<file path="src/rtl/exec_stage_param.sv">
// exec_stage_param -- decode/execute stage for 32-bit MIPS-style instructions.
//
// Accepts one instruction per upstream handshake and reads two operands from a
// 2**RADDR_W-entry register file. It executes one R-type or I-type ALU op,
// writes the result back and presents it downstream until it is acknowledged.
//
// Optional feature macro: OVERFLOW_TRAP_EN
//   defined   : signed overflow on add/sub/addi raises trap and suppresses writeback
//   undefined : trap is tied low and overflowing results are written back wrapped
//
// Ports
//   clk, reset          rising-edge clock, asynchronous active-high reset
//   DIR / ack_prev      upstream valid / one-cycle accept pulse
//   data_in[31:0]       instruction word
//   DOR / ack_from_next downstream valid / consume
//   data_out, dest_out  result value and destination register index
//   illegal, trap       result qualifiers, meaningful while DOR=1
//   dbg_raddr/dbg_rdata combinational register file peek (index 0 reads 0)
module exec_stage_param #(
  parameter int DATA_W  = 32,
  parameter int RADDR_W = 5
) (
  input  logic               clk,
  input  logic               reset,
  input  logic               DIR,
  output logic               ack_prev,
  input  logic [31:0]        data_in,
  output logic               DOR,
  input  logic               ack_from_next,
  output logic [DATA_W-1:0]  data_out,
  output logic [RADDR_W-1:0] dest_out,
  output logic               illegal,
  output logic               trap,
  input  logic [RADDR_W-1:0] dbg_raddr,
  output logic [DATA_W-1:0]  dbg_rdata
);

  localparam int DEPTH = 1 << RADDR_W;
  localparam int SH_W  = $clog2(DATA_W);
  localparam int M     = DATA_W - 1;

  localparam logic [2:0] S_IDLE  = 3'd0;
  localparam logic [2:0] S_FETCH = 3'd1;
  localparam logic [2:0] S_EXEC  = 3'd2;
  localparam logic [2:0] S_WB    = 3'd3;
  localparam logic [2:0] S_WAIT  = 3'd4;

  logic [2:0]        r_state;
  logic [31:0]       r_instr;
  logic [DATA_W-1:0] r_s, r_t, r_d;
  logic [4:0]        r_dest5;
  logic              r_ill, r_trp;
  logic [DATA_W-1:0] r_rf [DEPTH];

  // Instruction fields carry 5-bit indices; those beyond the configured depth
  // read as zero and are never written.
  function automatic logic in_range(input logic [4:0] f);
    return (32'(f) >> RADDR_W) == 32'd0;
  endfunction

  function automatic logic [RADDR_W-1:0] to_idx(input logic [4:0] f);
    return RADDR_W'(f);
  endfunction

  logic [5:0]        w_op, w_funct;
  logic [4:0]        w_rs, w_rt, w_rd, w_shamt;
  logic [15:0]       w_imm;
  logic [DATA_W-1:0] w_imm_sx, w_imm_zx, w_add, w_sub, w_addi;
  logic [DATA_W-1:0] w_d;
  logic [4:0]        w_dest5;
  logic              w_ill, w_trap, w_we;

  assign w_op     = r_instr[31:26];
  assign w_rs     = r_instr[25:21];
  assign w_rt     = r_instr[20:16];
  assign w_rd     = r_instr[15:11];
  assign w_shamt  = r_instr[10:6];
  assign w_funct  = r_instr[5:0];
  assign w_imm    = r_instr[15:0];
  assign w_imm_sx = {{(DATA_W-16){w_imm[15]}}, w_imm};
  assign w_imm_zx = {{(DATA_W-16){1'b0}}, w_imm};
  assign w_add    = r_s + r_t;
  assign w_sub    = r_s - r_t;
  assign w_addi   = r_s + w_imm_sx;

  always_comb begin
    w_d     = '0;
    w_ill   = 1'b0;
    w_dest5 = (w_op == 6'h00) ? w_rd : w_rt;
    if (w_op == 6'h00) begin
      case (w_funct)
        6'h00: w_d = r_t << w_shamt;
        6'h02: w_d = r_t >> w_shamt;
        6'h03: w_d = $signed(r_t) >>> w_shamt;
        6'h04: w_d = r_t << r_s[SH_W-1:0];
        6'h20, 6'h21: w_d = w_add;
        6'h22, 6'h23: w_d = w_sub;
        6'h24: w_d = r_s & r_t;
        6'h25: w_d = r_s | r_t;
        6'h26: w_d = r_s ^ r_t;
        6'h27: w_d = ~(r_s | r_t);
        6'h2A: w_d = DATA_W'($signed(r_s) < $signed(r_t));
        6'h2B: w_d = DATA_W'(r_s < r_t);
        default: w_ill = 1'b1;
      endcase
    end else begin
      case (w_op)
        6'h08, 6'h09: w_d = w_addi;
        6'h0A: w_d = DATA_W'($signed(r_s) < $signed(w_imm_sx));
        6'h0B: w_d = DATA_W'(r_s < w_imm_sx);
        6'h0C: w_d = r_s & w_imm_zx;
        6'h0D: w_d = r_s | w_imm_zx;
        6'h0E: w_d = r_s ^ w_imm_zx;
        // sign-extend {imm,16'h0}: extend imm, then move it up 16 bits
        6'h0F: w_d = w_imm_sx << 16;
        default: w_ill = 1'b1;
      endcase
    end
  end

`ifdef OVERFLOW_TRAP_EN
  // Signed overflow: operands agree in sign (add) or differ (sub) and the
  // result sign differs from the first operand.
  logic w_ovf;
  always_comb begin
    w_ovf = 1'b0;
    if (w_op == 6'h00 && w_funct == 6'h20)
      w_ovf = (r_s[M] == r_t[M]) && (w_add[M] != r_s[M]);
    else if (w_op == 6'h00 && w_funct == 6'h22)
      w_ovf = (r_s[M] != r_t[M]) && (w_sub[M] != r_s[M]);
    else if (w_op == 6'h08)
      w_ovf = (r_s[M] == w_imm_sx[M]) && (w_addi[M] != r_s[M]);
  end
  assign w_trap = w_ovf;
`else
  assign w_trap = 1'b0;
`endif

  assign w_we = (r_state == S_WB) && (r_dest5 != 5'd0) && in_range(r_dest5)
              && !r_ill && !r_trp;

  always_ff @(posedge clk or posedge reset) begin
    if (reset) begin
      r_state  <= S_IDLE;
      r_instr  <= '0;
      r_s      <= '0;
      r_t      <= '0;
      r_d      <= '0;
      r_dest5  <= '0;
      r_ill    <= 1'b0;
      r_trp    <= 1'b0;
      ack_prev <= 1'b0;
      DOR      <= 1'b0;
      data_out <= '0;
      dest_out <= '0;
      illegal  <= 1'b0;
      trap     <= 1'b0;
    end else begin
      case (r_state)
        S_IDLE: if (DIR) begin
          r_instr  <= data_in;
          ack_prev <= 1'b1;
          r_state  <= S_FETCH;
        end
        S_FETCH: begin
          ack_prev <= 1'b0;
          r_s      <= in_range(w_rs) ? r_rf[to_idx(w_rs)] : '0;
          r_t      <= in_range(w_rt) ? r_rf[to_idx(w_rt)] : '0;
          r_state  <= S_EXEC;
        end
        S_EXEC: begin
          r_d     <= w_d;
          r_dest5 <= w_dest5;
          r_ill   <= w_ill;
          r_trp   <= w_trap;
          r_state <= S_WB;
        end
        S_WB: begin
          data_out <= r_d;
          dest_out <= to_idx(r_dest5);
          illegal  <= r_ill;
          trap     <= r_trp;
          DOR      <= 1'b1;
          r_state  <= S_WAIT;
        end
        S_WAIT: if (ack_from_next) begin
          DOR     <= 1'b0;
          r_state <= S_IDLE;
        end
        default: r_state <= S_IDLE;
      endcase
    end
  end

  // Entry 0 is never written, so it stays at its reset value of zero.
  always_ff @(posedge clk or posedge reset) begin
    if (reset) begin
      for (int i = 0; i < DEPTH; i++) r_rf[i] <= '0;
    end else if (w_we) begin
      r_rf[to_idx(r_dest5)] <= r_d;
    end
  end

  assign dbg_rdata = (dbg_raddr == '0) ? '0 : r_rf[dbg_raddr];

endmodule
</file>
<file path="config.mk">
export PLATFORM = sky130hd
export DESIGN_NAME = exec_stage_param
export DESIGN_NICKNAME = d
export VERILOG_FILES = /design/src/rtl/exec_stage_param.sv
export SDC_FILE = /design/constraint.sdc
export NUM_CORES = 2
export LEC_CHECK = 0
export BUFFER_PORTS_ARGS = -buffer_cell sky130_fd_sc_hd__buf_2
export CAP_MARGIN = 20
export CORE_MARGIN = 5
export CORE_UTILIZATION = 59
export DETAILED_ROUTE_END_ITERATION = 7
export PLACE_DENSITY = 0.85
export SKIP_CTS_REPAIR_TIMING = 1
export SYNTH_ARGS = -nofsm -noshare
export SYNTH_HDL_FRONTEND = slang
export SYNTH_SLANG_ARGS = --single-unit
</file>
<file path="constraint.sdc">
create_clock -name clk -period 42.8 [get_ports clk]
set_clock_uncertainty 0.15 [all_clocks]
set_input_delay 4.28 -clock clk [delete_from_list [all_inputs] [get_ports clk]]
set_output_delay 4.28 -clock clk [all_outputs]
set_load 0.01 [all_outputs]
</file>
Word-level counts from Yosys, hierarchy flattened
Index checks and enable logic that the tools add are counted.
- bitwise logic cells: 11
- $lt $le $gt $ge: 9
- mux-type cells: 27
- equality and inequality tests: 27
- reduce and logical (&&, ||, !) cells: 20
- shifts and indexed selects: 4
- $add $sub $neg: 3
- operators by type and width (kind ; count):
    $bwmux W1024 ; 1
    $bmux W32 S5 ; 3
    $pmux W32 S12 ; 1
    $mux W32 ; 9
    $pmux W32 S7 ; 1
    $demux W32 S5 ; 1
    $lt A32 B32 Y1 ; 3
    $add A32 B32 Y32 ; 2
    $shl A32 B5 Y32 ; 2
    $eq A6 B6 Y1 const B ; 10
    $eq A6 B4 Y1 const B ; 8
    $and A32 B16 Y32 ; 1
    $and A32 B32 Y32 ; 1
    $lt A32 B16 Y1 ; 1
    $not A32 Y32 ; 1
    $or A32 B16 Y32 ; 1
    $or A32 B32 Y32 ; 1
    $shr A32 B5 Y32 ; 1
    $sshr A32 B5 Y32 ; 1
    $sub A32 B32 Y32 ; 1
    $xor A32 B16 Y32 ; 1
    $xor A32 B32 Y32 ; 1
    $ge A6 B6 Y1 const B ; 4
    $not A5 Y6 ; 4
    23 further kinds ; 41
- register bits after elaboration: 1201
- output and inout bits: 73
- word-level logic and storage cells: 145
- input port bits: 41

Logic depth before layout (Yosys ltp)
- word-level depth: 6
- mapped depth: 15
- depth with buffers taken out: 14

Worst setup path before layout
No wires, ideal clock.
- kind: input-to-output
- start point: input dbg_raddr[0]
- end point: output dbg_rdata[10]
- path slack: 31.689 ns
- arrival: 6.681 ns
- path buffers: 3
- stages: 7
- data required time: 38.370 ns
- cell sequence: clkbuf_1 buf_1 buf_1 mux4_2 mux4_2 mux2i_1 nor2_1
- cells in the longest elaborated chain, start to end: 5
- elaborated cells between the ends (all ways): 6
- those cells by class: mux: 4; bitwise: 1; reduce/logical: 1
- ends and longest elaborated chain (element ; line ; source):
    start, declared ; 34 ; input logic [RADDR_W-1:0] dbg_raddr,
    $not A5 Y6 (implied by the code) ; 204 ; assign dbg_rdata = (dbg_raddr == '0) ? '0 : r_rf[dbg_raddr];
    $bmux W32 S5 ; 204 ;
    $mux W32 (implied by the code) (2 in a row) ; 204 ;
    $mux W32 (*) ; 204 ;
    end, declared ; 35 ; output logic [DATA_W-1:0] dbg_rdata
Mark *: on every way between the ends. The rest lies on a longest branch, timed or not. The select of a mux whose other input is x is not followed.

Final worst setup path
- start point: input dbg_raddr[0]
- end point: output dbg_rdata[27]
The elaborated chain is that of the path after synthesis.

==> results_dict.tcl <==
set metrics [dict create \
    status "finished, violations left" \
    failed_checks "design-rule violations" \
    yosysWarnings 0 \
    synthAdderAreaFrac_pct 3.048 \
    leakagePower_nw 38.50 \
    grt_busiest_layer "met2" \
    async_reset_ff_share_pct 100.0 \
    synth_flop_cell "dfrtp_1" \
    max_freq_mhz 73.83 \
    nNetsFinal 6102 \
    num_vias 61273 \
    start_util_pct 59.49 \
    max_stage_delay_ns 0.91 \
    root_buffer "clkbuf_16" \
    syn_to_final_growth_pct 7.968 \
    synth_seq_cells 1201 \
    synth_mux_area_share_pct 44.18 \
    cp-start-kind "input pin" \
    ir_drop_mv 0.1375 \
    drive_above_1_share_pct 43.10 \
    die_h_um 380.1 \
    pwr_density_cell_nw_per_um2 72.49 \
    antenna_found_initial 18 \
    worstPathArrival_ns 9.12 \
    grt_overflow_total 0 \
    syn-instance-count 6095 \
    fp.dieArea_um2 144400 \
    crit_slowest_cell "buf_4" \
    worst_hold_path_type "reg2reg" \
    dp_cells 7511 \
    drt-total-wl_mm 296.9 \
    cap_violations 0 \
    fin_ws_ns 29.25 \
    yosysUniqueCellTypes 87 \
    grt_pass1_vias 61411 \
    period_share_pct 31.65 \
    drtAntennaViolNets 0 \
    grt_max_degree 141 \
    place_area_um2 82640 \
    cp_cell_sequence "buf_8 > buf_4 > buf_4 > mux4_2 > mux4_2 > mux2i_1 > nor2_1 > buf_2" \
    cts_max_path_buffers 3 \
    crit_type "in2out" \
    seq_area_frac_synth_pct 37.20 \
    cts.sinks 1201 \
    synth_nets 6331 \
    core_area_um2 135800 \
    synthSimpleGateAreaFrac_pct 4.500 \
    cp_num_buf_inv 4 \
    route.detailed.drc 5 \
    drv_slew 0 \
    grt_usage_pct 40.39 \
    drt_iter0_drc 9726 \
    power_mw 6.323 \
    via_per_inst 7.902 \
    grt_setup_unrepaired "no" \
    rows 135 \
    clkTransAtPathRegs_ns 0.06 \
    firstDrtPassIters 8 \
    critPathTopFamily "buffers and inverters" \
    io_buffers 112 \
    worstPathRequired_ns 38.37 \
    place_congestion 1.066 \
    fin_crit_ns 13.55 \
    dp_hpwl_mm 185.1 \
    insertion_delay_ns 0.80 \
    hold_violations 0 \
    worst-path-max-fanout 80 \
    worst_pin_slew_ns 1.204 \
    end_kind "primary output" \
    routedWlPerCell_um 38.29 \
    grt_use_met3_pct 15.37 \
    whs_ns 0.2672 \
    die_x_um 380.1 \
    stdcell_count 7754 \
    grtUsageMet1_pct 51.61 \
    synth_top_family_by_area "multiplexers" \
    grt_pass1_wl_mm 429.2 \
    final_area_um2 87230 \
    cts-htree-levels 3 \
    synth_area_per_cell_um2 13.26 \
    yosys.area_share.xor_xnor_pct 0.7914 \
    synth-compound-area-share_pct 6.675 \
    fin_util_pct 64.23 \
    max_slew_margin_pct 18.65 \
    synthesis.area_um2 80790 \
    dpl_worst_slack_ns 29.35 \
    n_fill_cell 9430 \
    cts-buffers-inserted 120 \
    cts_tree "yes" \
    timing.setup.tns_ns 0 \
    synth_edf_count 0 \
    finalSetupViolCount 0 \
    globalRouteMet2Util_pct 58.21 \
    io_pins 114 \
]
area by class of cell:
class	count	area, um2	share of cell area [%]
clock inverter	47	730.7	0.8377
inverter	134	510.5	0.5852
multi-input combinational	4133	47960	54.98
timing repair buffer	276	2210	2.533
tap	1781	2228	2.555
antenna	12	30.03	0.03442
sequential	1201	30100	34.51
clock buffer	170	3462	3.969
final timing paths:
path                       cells after the start                     end  slack (ns)                    from
setup / recovery                               8           dbg_rdata[27]       29.25            dbg_raddr[0]
hold reg to reg                                0  r_rf[1009]$_DFFE_PP0P_        0.27  r_rf[1009]$_DFFE_PP0P_
max in group asynchronous                      8    r_rf[53]$_DFFE_PP0P_       34.53                   reset
setup reg to reg                              16      r_d[0]$_DFFE_PP0P_       36.85      r_s[0]$_DFFE_PP0P_
hold / removal                                 0  r_rf[1009]$_DFFE_PP0P_        0.27  r_rf[1009]$_DFFE_PP0P_
min in group asynchronous                      2   r_rf[865]$_DFFE_PP0P_        3.51                   reset
sequential cells by signal (all words and copies together) (netlist names):
name / count
r_instr: 32
data_out: 32
r_ill: 1
dest_out: 5
DOR: 1
r_dest5: 5
r_state: 3
r_rf: 1024
ack_prev: 1
r_d: 32
illegal: 1
r_t: 32
r_s: 32
cells in the mapped netlist, drive strengths merged (132+ instances only):
master / number / share of area (%)
a21oi: 208 / 1.3
buf: 226 / 1.1
clkbuf: 401 / 1.9
dfrtp: 1201 / 37
ha: 192 / 3.0
inv: 132 / 0.61
mux2: 1051 / 15
mux2i: 201 / 2.5
mux4: 970 / 27
nand2: 313 / 1.5
nor2: 241 / 1.1
o21ai: 240 / 1.5
layout by cell type (no fill, tap or decap), types with 45 or more instances in the layout:
cell	n
xnor2_1	61
buf_2	107
clkbuf_16	122
ha_1	192
nand2_1	282
nor3_1	45
inv_1	130
a21oi_1	206
mux2i_1	201
mux2_2	1051
buf_4	142
nor2_1	237
mux4_2	970
o21ai_0	239
dfrtp_1	1186
power by group:
part	switching, mW	leakage (nW)	internal (mW)
logic	1.92	20.0	1.35
registers	0.505	16.5	1.41
clock network	0.482	2.05	0.653
total	2.91	38.5	3.41
kinds of logic after synthesis:
group,count (synthesis)
DFF,1201
xor gates and xnor gates,73
and+or+nand+nor,805
buffers and inverters,761
other,1
AOI/OAI and AO/OA,837
muxes,2222
adders and majority gates,195
per-layer routing:
metal / vias up / share of wire, %
met3: 1433 / 15
li1: 23289 / -
met5: - / 0.093
met2: 5358 / 43
met4: 16 / 8.3
met1: 31177 / 34
Power figures use the tool's default switching activity.
